## config.mk

```make
export PLATFORM = sky130hd
export DESIGN_NAME = pipe_stage_skid
export DESIGN_NICKNAME = d
export VERILOG_FILES = /design/src/rtl/pipe_pkg.sv /design/src/rtl/sat_counter.sv /design/src/rtl/pipe_stage_skid.sv
export SDC_FILE = /design/constraint.sdc
export NUM_CORES = 1
export LEC_CHECK = 0
export CAP_MARGIN = 20
export CORE_ASPECT_RATIO = 1.1
export CORE_MARGIN = 2
export CORE_UTILIZATION = 53
export DETAILED_ROUTE_END_ITERATION = 6
export PLACE_DENSITY = 0.91
export SLEW_MARGIN = 5
export SYNTH_ARGS = -nofsm -noshare
export SYNTH_HDL_FRONTEND = slang
export SYNTH_SLANG_ARGS = --single-unit
```

## constraint.sdc

```tcl
create_clock -name clk_i -period 9 [get_ports clk_i]
set_clock_uncertainty 0.05 [all_clocks]
set_input_delay 2.25 -clock clk_i [delete_from_list [all_inputs] [get_ports clk_i]]
set_output_delay 2.25 -clock clk_i [all_outputs]
set_load 0.01 [all_outputs]
```

## src/rtl/pipe_pkg.sv

```systemverilog
// ---------------------------------------------------------------------
// pipe_pkg : shared state encoding and mode constants for pipe_stage_skid
// Revision : 1.0
// ---------------------------------------------------------------------
`default_nettype none

package pipe_pkg;
  typedef enum logic [1:0] {
    ST_EMPTY = 2'd0,
    ST_FULL  = 2'd1,
    ST_BOTH  = 2'd2
  } state_t;

  localparam int SKID_OFF = 0;
  localparam int SKID_ON  = 1;
endpackage

`default_nettype wire

```

## src/rtl/sat_counter.sv

```systemverilog
// ---------------------------------------------------------------------
// sat_counter : up-counter that sticks at all-ones, async active-high clear
// Revision    : 1.0
// ---------------------------------------------------------------------
`default_nettype none

module sat_counter #(
  parameter int CNT_W = 16
) (
  input  logic             clk,
  input  logic             clr,
  input  logic             inc,
  output logic [CNT_W-1:0] cnt
);
  localparam logic [CNT_W-1:0] C_MAX = {CNT_W{1'b1}};
  localparam logic [CNT_W-1:0] C_ONE = {{(CNT_W-1){1'b0}}, 1'b1};

  always_ff @(posedge clk or posedge clr) begin
    if (clr) begin
      cnt <= '0;
    end else if (inc && (cnt != C_MAX)) begin
      cnt <= cnt + C_ONE;
    end
  end
endmodule

`default_nettype wire

```

## src/rtl/pipe_stage_skid.sv

```systemverilog
// ---------------------------------------------------------------------
// pipe_stage_skid : parametrised valid/ready pipeline register with flush,
//                   optional 2-entry skid buffer and saturating stall count
// Revision        : 1.0
// ---------------------------------------------------------------------
`default_nettype none

module pipe_stage_skid
  import pipe_pkg::*;
#(
  parameter int DATA_W = 64,
  parameter int CTRL_W = 2,
  parameter int SKID   = 1,
  parameter int CNT_W  = 16
) (
  input  logic              clk_i,
  input  logic              rst_i,
  input  logic              flush_i,
  input  logic              in_valid_i,
  output logic              in_ready_o,
  input  logic [DATA_W-1:0] in_data_i,
  input  logic [CTRL_W-1:0] in_ctrl_i,
  output logic              out_valid_o,
  input  logic              out_ready_i,
  output logic [DATA_W-1:0] out_data_o,
  output logic [CTRL_W-1:0] out_ctrl_o,
  output logic [CNT_W-1:0]  stall_cnt_o
);
  state_t            state, state_nxt;
  logic [DATA_W-1:0] main_data, skid_data;
  logic [CTRL_W-1:0] main_ctrl, skid_ctrl;
  logic              rdy_reg;
  logic              accept, take;
  logic              load_in, load_skid, load_from_skid;

  assign out_valid_o = (state != ST_EMPTY);
  assign out_data_o  = main_data;
  assign out_ctrl_o  = main_ctrl;
  assign accept      = in_valid_i & in_ready_o;
  assign take        = out_valid_o & out_ready_i;

  // rdy_reg is the full registered ready with a skid, else a post-reset enable
  generate
    if (SKID == SKID_ON) begin : g_skid
      assign in_ready_o = rdy_reg;
    end else begin : g_noskid
      assign in_ready_o = rdy_reg & (out_ready_i | ~out_valid_o);
    end
  endgenerate

  always_comb begin
    state_nxt      = state;
    load_in        = 1'b0;
    load_skid      = 1'b0;
    load_from_skid = 1'b0;
    case (state)
      ST_EMPTY: begin
        if (accept) begin
          state_nxt = ST_FULL;
          load_in   = 1'b1;
        end
      end
      ST_FULL: begin
        if (accept && take) begin
          load_in = 1'b1;
        end else if (accept) begin
          state_nxt = ST_BOTH;
          load_skid = 1'b1;
        end else if (take) begin
          state_nxt = ST_EMPTY;
        end
      end
      ST_BOTH: begin
        if (take) begin
          state_nxt      = ST_FULL;
          load_from_skid = 1'b1;
        end
      end
      default: state_nxt = ST_EMPTY;
    endcase
    if (flush_i) begin
      state_nxt      = ST_EMPTY;
      load_in        = 1'b0;
      load_skid      = 1'b0;
      load_from_skid = 1'b0;
    end
  end

  always_ff @(posedge clk_i or posedge rst_i) begin
    if (rst_i) begin
      state     <= ST_EMPTY;
      rdy_reg   <= 1'b0;
      main_data <= '0;
      main_ctrl <= '0;
      skid_data <= '0;
      skid_ctrl <= '0;
    end else begin
      state   <= state_nxt;
      rdy_reg <= (SKID == SKID_ON) ? (state_nxt != ST_BOTH) : 1'b1;
      if (load_in) begin
        main_data <= in_data_i;
      end else if (load_from_skid) begin
        main_data <= skid_data;
      end
      // Control is zeroed on any entry into EMPTY so bubbles carry no side effects
      if (state_nxt == ST_EMPTY) begin
        main_ctrl <= '0;
      end else if (load_in) begin
        main_ctrl <= in_ctrl_i;
      end else if (load_from_skid) begin
        main_ctrl <= skid_ctrl;
      end
      if (load_skid) begin
        skid_data <= in_data_i;
        skid_ctrl <= in_ctrl_i;
      end
    end
  end

  sat_counter #(.CNT_W(CNT_W)) u_stall_cnt (
    .clk (clk_i),
    .clr (rst_i),
    .inc (out_valid_o & ~out_ready_i),
    .cnt (stall_cnt_o)
  );
endmodule

`default_nettype wire

```

==> qor.yml <==
cp.depth: 7
rsz0062_at_grt: "no"
track_usage: 0.252
synth_compound_area_frac: 0.0938
synth_cell_types: 35
num_rows: 41
die_w_um: 106
critPathLaunchType: "input pin"
cts_buffer_depth: 2
ys_seq_area_frac: 0.617
cp_data_required_time_ns: 9.28
worstSetupPathType: "in2reg"
synth_most_common_cell: "dfrtp_1"
syn_area_mm2: 0.00612
boundaryPins: 155
setup_viol: 0
cts_resized: 0
synthFlopType: "dfrtp_1"
drive_above_1_share: 0.162
cts_tree: "yes"
routedWlPerCell_um: 17.9
synth.area.mux_share: 0.126
syn-num-nets: 593
reg2reg_from: "state[0]$_DFF_PP0_"
fin_nets: 741
antenna_left: 0
hold_class: "reg2reg"
critical_path.top_delay_family: "buffers and inverters"
htreeDepth: 4
cp_max_fo: 67
ys_seq_elements: 151
routed_wl_um: 14900
core-area_mm2: 0.0114
finalInstanceArea_mm2: 0.00845
clk_pin_slew_worst_paths_ns: 0.06
cts-root-buf: "clkbuf_16"
synth-xor-area-share: 0.0172
outcome: "finished clean"
yosysTopAreaCellShare: 0.617
synth-simple-area-share: 0.122
synth_edf_count: 0
relSlewSlack: 0.351
cts.sinks: 151
synth_area_leaders: "dfrtp_1 62%, mux2_2 12%, nand2_1 8.5%"
endpoint_kind: "register"
worstMarginPinSlew_ns: 0.973
period_minus_slack_ns: 4.37
dieArea_mm2: 0.0124
maxSlewViolCount: 0
min_to: "out_data_o[62]$_DFFE_PP0P_"
syn_inst: 521
tritoncts.num_buffers: 17
rr_endpoint: "out_data_o[17]$_DFFE_PP0P_"
fmax_mhz: 229
dp.final_hpwl_um: 9560
post_synth.cell_area_avg_um2: 11.8
fin_crit_sh: 0.485
hold_depth: 2
final_core_util: 0.742
grt-ovfl-total: 0
power_uw: 2080
cp.arrival_ns: 4.65
grt_pass1_vias: 4975
drc_errors: 0
crit_path_frequent_cell: "buf_4"
synthToLayoutAreaGrowth_pct: 38.0
powerDensity_mw_per_mm2: 247
synth_fa_ha_area_frac: 0.00204
critPathSlowestCell: "a31oi_4"
yosys.area.top_type: "dfrtp_1"
placed_area_mm2: 0.00782
synth_top_family_by_area: "multiplexers"
port_buffers: 154
antenna_cells: 0
first_pass_iters: 7
yosys_warnings: 0
maxCapViolCount: 0
slowest_delay_ns: 0.58
cp_cell_sequence: "clkdlybuf4s50_1 -> nor4bb_4 -> buf_4 -> a31oi_4 -> buf_4 -> nand2_1 -> a21oi_1"
regToRegSetupSlack_ns: 6.50
drt_iter0_markers: 404
leakagePower_uw: 0.00384
clk_latency_ns: 0.40
async_reset_ff_frac: 1.00
finalNonFillerCells: 830
viasPerCell: 5.69
postCtsSetupBuffers: 0
grt_max_degree: 79
grt_antenna_before_repair: 0
start_util: 0.538
holdCritStartpoint: "out_data_o[62]$_DFFE_PP0P_"
postCtsHoldBufs: 0
reg2reg_depth: 6
hold_viol_final: 0
vdd_drop_max_mv: 0.202
grt_pass1_wl_um: 24400
path_buf_inv: 3
finalWeightedCongestion: 0.862
finalSetupTns_ns: 0
die_h_um: 117
placed_cells: 800
yosys-top-cells-count: "151 x dfrtp_1, 139 x nand2_1, 67 x mux2_2"
vias: 4722
[per-layer routing]
metal / share of wire / up-vias / GRT usage
met5: 0 / - / 0
met4: 0.013 / 0 / 0.0840
met3: 0.070 / 27 / 0.0714
met2: 0.51 / 189 / 0.433
met1: 0.41 / 2391 / 0.310
li1: - / 2115 / -
[where the power goes]
| part | total [uW] | internal [uW] | switching [uW] |
|---|---|---|---|
| Clock | 755 | 489 | 265 |
| Combinational | 402 | 237 | 165 |
| Sequential | 927 | 830 | 96.6 |
[cell families after synthesis]
logic type / count (synthesis)
buf+inv: 34
fa+ha+maj: 1
flops: 151
simple gates: 176
xor+xnor: 12
compound gates: 79
mux: 68
[worst min-delay path, delay by kind of cell (launching register included)]
family,cells,cell delay [ns]
flops,1,0.34
simple gates,2,0.10
[layout by cell type (no fill, tap or decap), types with 2 or more instances in the layout]
master and count:
nor2_1 6, nor3_1 3, nor4_1 4, buf_4 4, or2_2 2, xnor2_1 7, clkinv_4 3, clkbuf_16 17
nand2_1 139, nand2b_1 2, clkdlybuf4s50_1 154, nand3_1 5, mux2_2 67, a22oi_1 66, xor2_1 5, bufinv_16 5
dfrtp_1 151, inv_1 4, nand4_1 3, a31oi_1 2, clkinvlp_4 3, a21oi_1 6
[worst max-delay path by stage]
stage | start | endpoint
finish | out_ready_i | out_ctrl_o[0]$_DFFE_PP0P_
global route | out_ready_i | out_ctrl_o[0]$_DFFE_PP0P_
CTS | out_ready_i | out_ctrl_o[0]$_DFFE_PP0P_
detailed placement | out_ready_i | out_ctrl_o[0]$_DFFE_PP0P_
global placement | out_ready_i | out_ctrl_o[1]$_DFFE_PP0P_
floorplan | rst_i | in_ready_o$_DFF_PP0_
[layout make-up]
class	instances	area, um^2
fill	776	2940
clock inverter	12	204
clock buffer	18	429
tap	150	188
multi-input combinational	336	2250
inverter	5	23.8
sequential	151	3780
timing repair buffer	158	1570
[through the flow]
stage | worst slack (ns) | hold WS (ns)
2_1_floorplan | 2.64 | 0.406
3_3_place_gp | 4.27 | 0.407
3_5_place_dp | 4.18 | 0.416
4_1_cts | 4.62 | 0.431
5_1_grt | 4.43 | 0.450
6_report | 4.63 | 0.425
[registers in the layout, indices dropped and copies added (netlist names)]
name	flops
in_ready_o	1
out_ctrl_o	2
skid_data	64
out_data_o	64
skid_ctrl	2
u_stall_cnt.cnt	16
state	2
Power figures use the tool's default switching activity.
==> patch 1 (same settings) <==
`DATA_W`: 64 -> 128.
--- a/src/rtl/pipe_stage_skid.sv
+++ b/src/rtl/pipe_stage_skid.sv
@@ -8,7 +8,7 @@
 module pipe_stage_skid
   import pipe_pkg::*;
 #(
-  parameter int DATA_W = 64,
+  parameter int DATA_W = 128,
   parameter int CTRL_W = 2,
   parameter int SKID   = 1,
   parameter int CNT_W  = 16
Ports: changed (resized in_data_i and out_data_o); port bits go from 155 to 283. The function was not compared with the original's and may differ.
==> patch 1 against the unedited design <==
- first-iteration DRC count grew 45%
- sequential cell count rose by 128
- setup slack worse by 0.60 ns
- area after synthesis is 82% higher
- routed wire length grew 94%
- design area is 78% higher
- total power grew 72%
- sequential power up 86%
- critical endpoint is now out_data_o[35]
==> patch 1: results (changes against the unedited design) <==
- The flow ran to the end, and the final reports show no timing, DRC or antenna violations.
- The count of plain and timing-repair buffers was 291 (+84%).
- Final-layout clock buffer total: 45 (+27)
- The number of tap instances is 256 (+71%).
- Sorting the synthesized cells by how often they occur yields sky130_fd_sc_hd__dfrtp_1 (279), sky130_fd_sc_hd__nand2_1 (267), sky130_fd_sc_hd__mux2_2 (131).
- Clock latency of the later-clocked register in the worst-skew pair: 0.53 ns (+0.13 ns)
- Bufs on Longest Clock Path: 3 (+1)
* Multi-input comb cells: 592 (+76%)
- The leakage component of the power is 6.91 nW (+80%).
- The proportion of synthesized chip area in sequential cells was 0.627 (+0.00960).
- The multi-input combinational area share came to 0.261 (-0.00534).
- Delay of the slowest cell on the worst path: 0.74 ns (+0.16 ns)
- The detailed placer's ending HPWL came to 18,500 um (+93%).
* GP Congestion: 0.835 (-3.1%)
* Pin count of the biggest net entering global routing: 173 (+120%)
- Global-route wire length before repair: 46,200 um (+90%)
- Via count of the first global-routing pass: 8,888 (+79%)
- On the critical path, the stage with the largest delay is an instance of sky130_fd_sc_hd__buf_4.
- The number of flip-flops and latches came to 279 (+85%).
* Final layout net count: 1,333 (+80%)
- Max-slew headroom: 0.379 (+0.0280)
- Leading cell types by total area after synthesis: sky130_fd_sc_hd__dfrtp_1 (63%), sky130_fd_sc_hd__mux2_2 (13%), sky130_fd_sc_hd__nand2_1 (9.0%)
* Syn nets: 1,071 (+81%)
* Drt first-iter violations: 587 (+45%)
- The clock buffer count from CTS is 28 (+11).
- The number of port buffers was 282 (+83%).
- The largest driver fanout on the critical path was 81 (+21%).
- Total gr overflow: 0 (unchanged)
- The fraction of standard cell area that is sequential came to 0.463 (+0.0161).
- Layout cells sized above 1: 0.156 (-0.00577)
* Placed Instance Area: 0.0142 sq mm (+81%)
- GRT Total Usage: 0.260 (+0.00853)
- The data arrival at the endpoint of the critical path was 5.38 ns (+0.73 ns).
- Ratio of routed vias to standard cells: 5.79 (+1.7%)
- Clock network area share: 0.0595 (-0.0154)
- Worst Reg-to-Reg Cells: 7 (+1)
* Detailed Routing Iterations Pass 1: 5 (-2)
* Max IR drop VDD: 0.176 mV (-13%)
- The area of all sequential standard cells was 0.00698 sq mm (+85%).
* Non-Clock Buffer Area Fraction: 0.193 (+0.00662)
- Deepest level of the CTS H-tree: 1 (-3)
- Switching Fraction: 0.266 (+0.0127)
- The number of antenna cells inserted is 2 (+2).
* Routed WL per cell: 19.6 um (+9.4%)
- Initial antenna violation count: 2 (+2)
* Depth of the worst hold-timing path: 2 (unchanged)
* Fill cell total of the finished layout: 1,299 (+67%)
==> patch 1: worst min-delay path, delay by kind of cell, from the launching register on <==
family | cells | cell delay [ns]
flip-flops | 1 | 0.34
AND/OR/NAND/NOR | 2 | 0.10
==> patch 1: power by group through the flow <==
stage               Combinational (mW)  Sequential (mW)  Clock [mW]
floorplan                        0.309             1.74           0
CTS                              0.752             1.71        1.15
finish                           0.744             1.72        1.13
global placement                 0.709             1.71           0
global route                     0.807             1.75        1.20
detailed placement               0.743             1.73           0
==> patch 1: cells by family after synthesis <==
| group | Yosys count | synth area share |
|---|---|---|
| XOR/XNOR | 12 | 0.00943 |
| AND/OR/NAND/NOR | 304 | 0.110 |
| adder cells (fa/ha/maj) | 1 | 0.00112 |
| multiplexers | 132 | 0.134 |
| AO/OA/AOI/OAI | 143 | 0.0947 |
| flip-flops | 279 | 0.627 |
| buffers and inverters | 64 | 0.0240 |
==> patch 1: metrics by stage <==
step / instances / worst slack (ns)
after floorplan: 935 / 3.01
after global placement: 1423 / 3.63
after detailed placement: 1423 / 3.53
after CTS: 1474 / 4.07
after global routing: 1476 / 3.84
final: 1476 / 4.03
==> patch 1: path summary, 6_finish.rpt <==
path | start | end | slack [ns]
max reg2reg | state[0] | out_data_o[35] | 5.77
min in group asynchronous | rst_i | out_data_o[61] | 2.20
min reg2reg | out_data_o[44] | out_data_o[44] | 0.42
max in group asynchronous | rst_i | out_data_o[86] | 5.31
max | out_ready_i | out_data_o[35] | 4.03
min | out_data_o[44] | out_data_o[44] | 0.42
==> patch 1: metal layers <==
metal | GRT usage | routed length, um | vias to the layer above
li1 | - | - | 3786
met1 | 0.332 | 11200 | 4291
met2 | 0.435 | 14500 | 377
met3 | 0.0445 | 1900 | 89
met4 | 0.122 | 1300 | 0
met5 | 0 | 0 | -
==> patch 2 (same flow settings) <==
Without the edit above. Re-encode `state_t` (3 states) as one-hot, 3 bits wide.
--- a/src/rtl/pipe_pkg.sv
+++ b/src/rtl/pipe_pkg.sv
@@ -5,10 +5,10 @@
 `default_nettype none
 
 package pipe_pkg;
-  typedef enum logic [1:0] {
-    ST_EMPTY = 2'd0,
-    ST_FULL  = 2'd1,
-    ST_BOTH  = 2'd2
+  typedef enum logic [2:0] {
+    ST_EMPTY = 3'b001,
+    ST_FULL  = 3'b010,
+    ST_BOTH  = 3'b100
   } state_t;
 
   localparam int SKID_OFF = 0;
Function: no difference found for any inputs over 4 cycles, from zero or initial values and one cycle with rst_i high; so few cycles prove little.
==> patch 2 against the unedited design <==
- design area is 1.9% higher
- first-iteration DRC count is 39% lower
- fmax is 2.2% lower
- die area is 3.7% higher
- total power is 7.9% lower
- setup slack worse by 0.097 ns
- area after synthesis is 3.8% higher
- routed wire length is 1.8% lower
- sequential cell count is 1 higher
- count of clock-buffer cells in the layout is 1 higher
- critical endpoint is now out_ctrl_o[1]
==> patch 2: results (changes against the unedited design) <==
- GP Congestion: 0.780 (-9.4%)
* Worst-path fanout max: 68 (+1.5%)
* Post-synthesis cell type count: 42 (+20%)
- Portion of total power attributed to the clock network: 0.365 (+0.003)
- Post_cts resized: 0 (unchanged)
- The post-detailed-routing wire length was 14,600 um (-1.8%).
- Met3 routed wirelength: 846 um (-19%)
- The routing usage on met1 came to 0.299 (-0.0111).
- The worst hold path begins at out_data_o[18].
* Pin count of the biggest net entering global routing: 90 (+14%)
- # placed instances: 751 (-6.1%)
- The share of post-route cells with drive strength above 1 came to 0.180 (+0.0186).
- Min-Delay Endpoint: out_data_o[18]
- Worst setup slack for register-to-register paths: 6.72 ns (+0.22 ns)
- The post-detailed-placement cell area was 0.00802 sq mm (+2.6%).
- Counting instances in the post-synthesis netlist gives the leading cell types as sky130_fd_sc_hd__dfrtp_1 (151), sky130_fd_sc_hd__mux2_2 (70), sky130_fd_sc_hd__a22o_1 (66).
* Transition time at the pin with the least slew margin: 0.806 ns (-0.167 ns)
- The met2 wire length came to 7500 um (-1.3%).
* Reg2Reg Launch Point: state[0]
- The area of all sequential standard cells was 0.00380 sq mm (+0.70%).
* Seq/Total Area, Yosys: 0.599 (-0.0185)
- Max IR drop VDD: 0.117 mV (-42%)
* Hold slack: 0.423 ns (-0.00189 ns)
- In the post-synthesis netlist, the biggest area contributors are sky130_fd_sc_hd__dfrtp_1 (59%), sky130_fd_sc_hd__mux2_2 (12%), sky130_fd_sc_hd__a22o_1 (9.1%).
* Leakage: 4.17 nW (+8.5%)
- The run finished with clean final reports.
- Detailed Routing Iterations Pass 1: 6 (-1)
- Final Non-Filler Cells: 782 (-5.8%)
* Cell with the biggest individual delay on the critical path: sky130_fd_sc_hd__clkdlybuf4s50_1
* Capture instance of the worst register-to-register path: out_ctrl_o[1]
* Via count: 4,489 (-4.9%)
- The detailed placer's ending HPWL was 9740 um (+1.9%).
- The met1 routed wirelength after detailed routing is 6140 um (+2.0%).
* Global Route met3 Usage: 0.0591 (-0.0123)
- Final layout net count: 692 (-6.6%)
- Syn nets: 543 (-8.4%)
* Switching Fraction: 0.248 (-0.00479)
* GRT Total Usage: 0.234 (-0.0177)
* Delay of the slowest cell on the worst path: 0.77 ns (+0.19 ns)
- The data arrival at the endpoint of the critical path came to 4.71 ns (+0.06 ns).
- The number of cells traversed by the worst hold path came to 1 (-1).
* Global-route wire length before repair: 23,300 um (-4.2%)
- Drt first-iter violations: 247 (-39%)
* Combinational Power Share: 0.191 (-0.002)
patch 2: stage by stage:
stage | power, mW | worst slack [ns]
after detailed placement | 1.23 | 4.11
after global routing | 2.00 | 4.38
after global placement | 1.21 | 4.19
after floorplan | 1.01 | 2.61
final | 1.92 | 4.53
after CTS | 1.94 | 4.56
patch 2: area by class of cell:
type / instances / area share
Timing Repair Buffer: 160 / 0.184
Inverter: 6 / 0.00320
Sequential cell: 152 / 0.442
Tap cell: 150 / 0.0218
Clock buffer: 19 / 0.0503
Clock inverter: 12 / 0.0177
Multi-Input combinational cell: 283 / 0.280
patch 2: logic make-up after synthesis:
logic type,Yosys count,synth area share
XOR/XNOR,8,0.0110
buffers and inverters,36,0.0246
AO/OA/AOI/OAI,153,0.193
adder cells (fa/ha/maj),1,0.00197
multiplexers,70,0.124
flip-flops,152,0.599
AND/OR/NAND/NOR,51,0.0465
patch 2: critical path, delay by kind of cell:
kind | cells | cell delay (ns)
buf+inv | 2 | 1.46
compound gates | 2 | 0.66
simple gates | 2 | 0.33
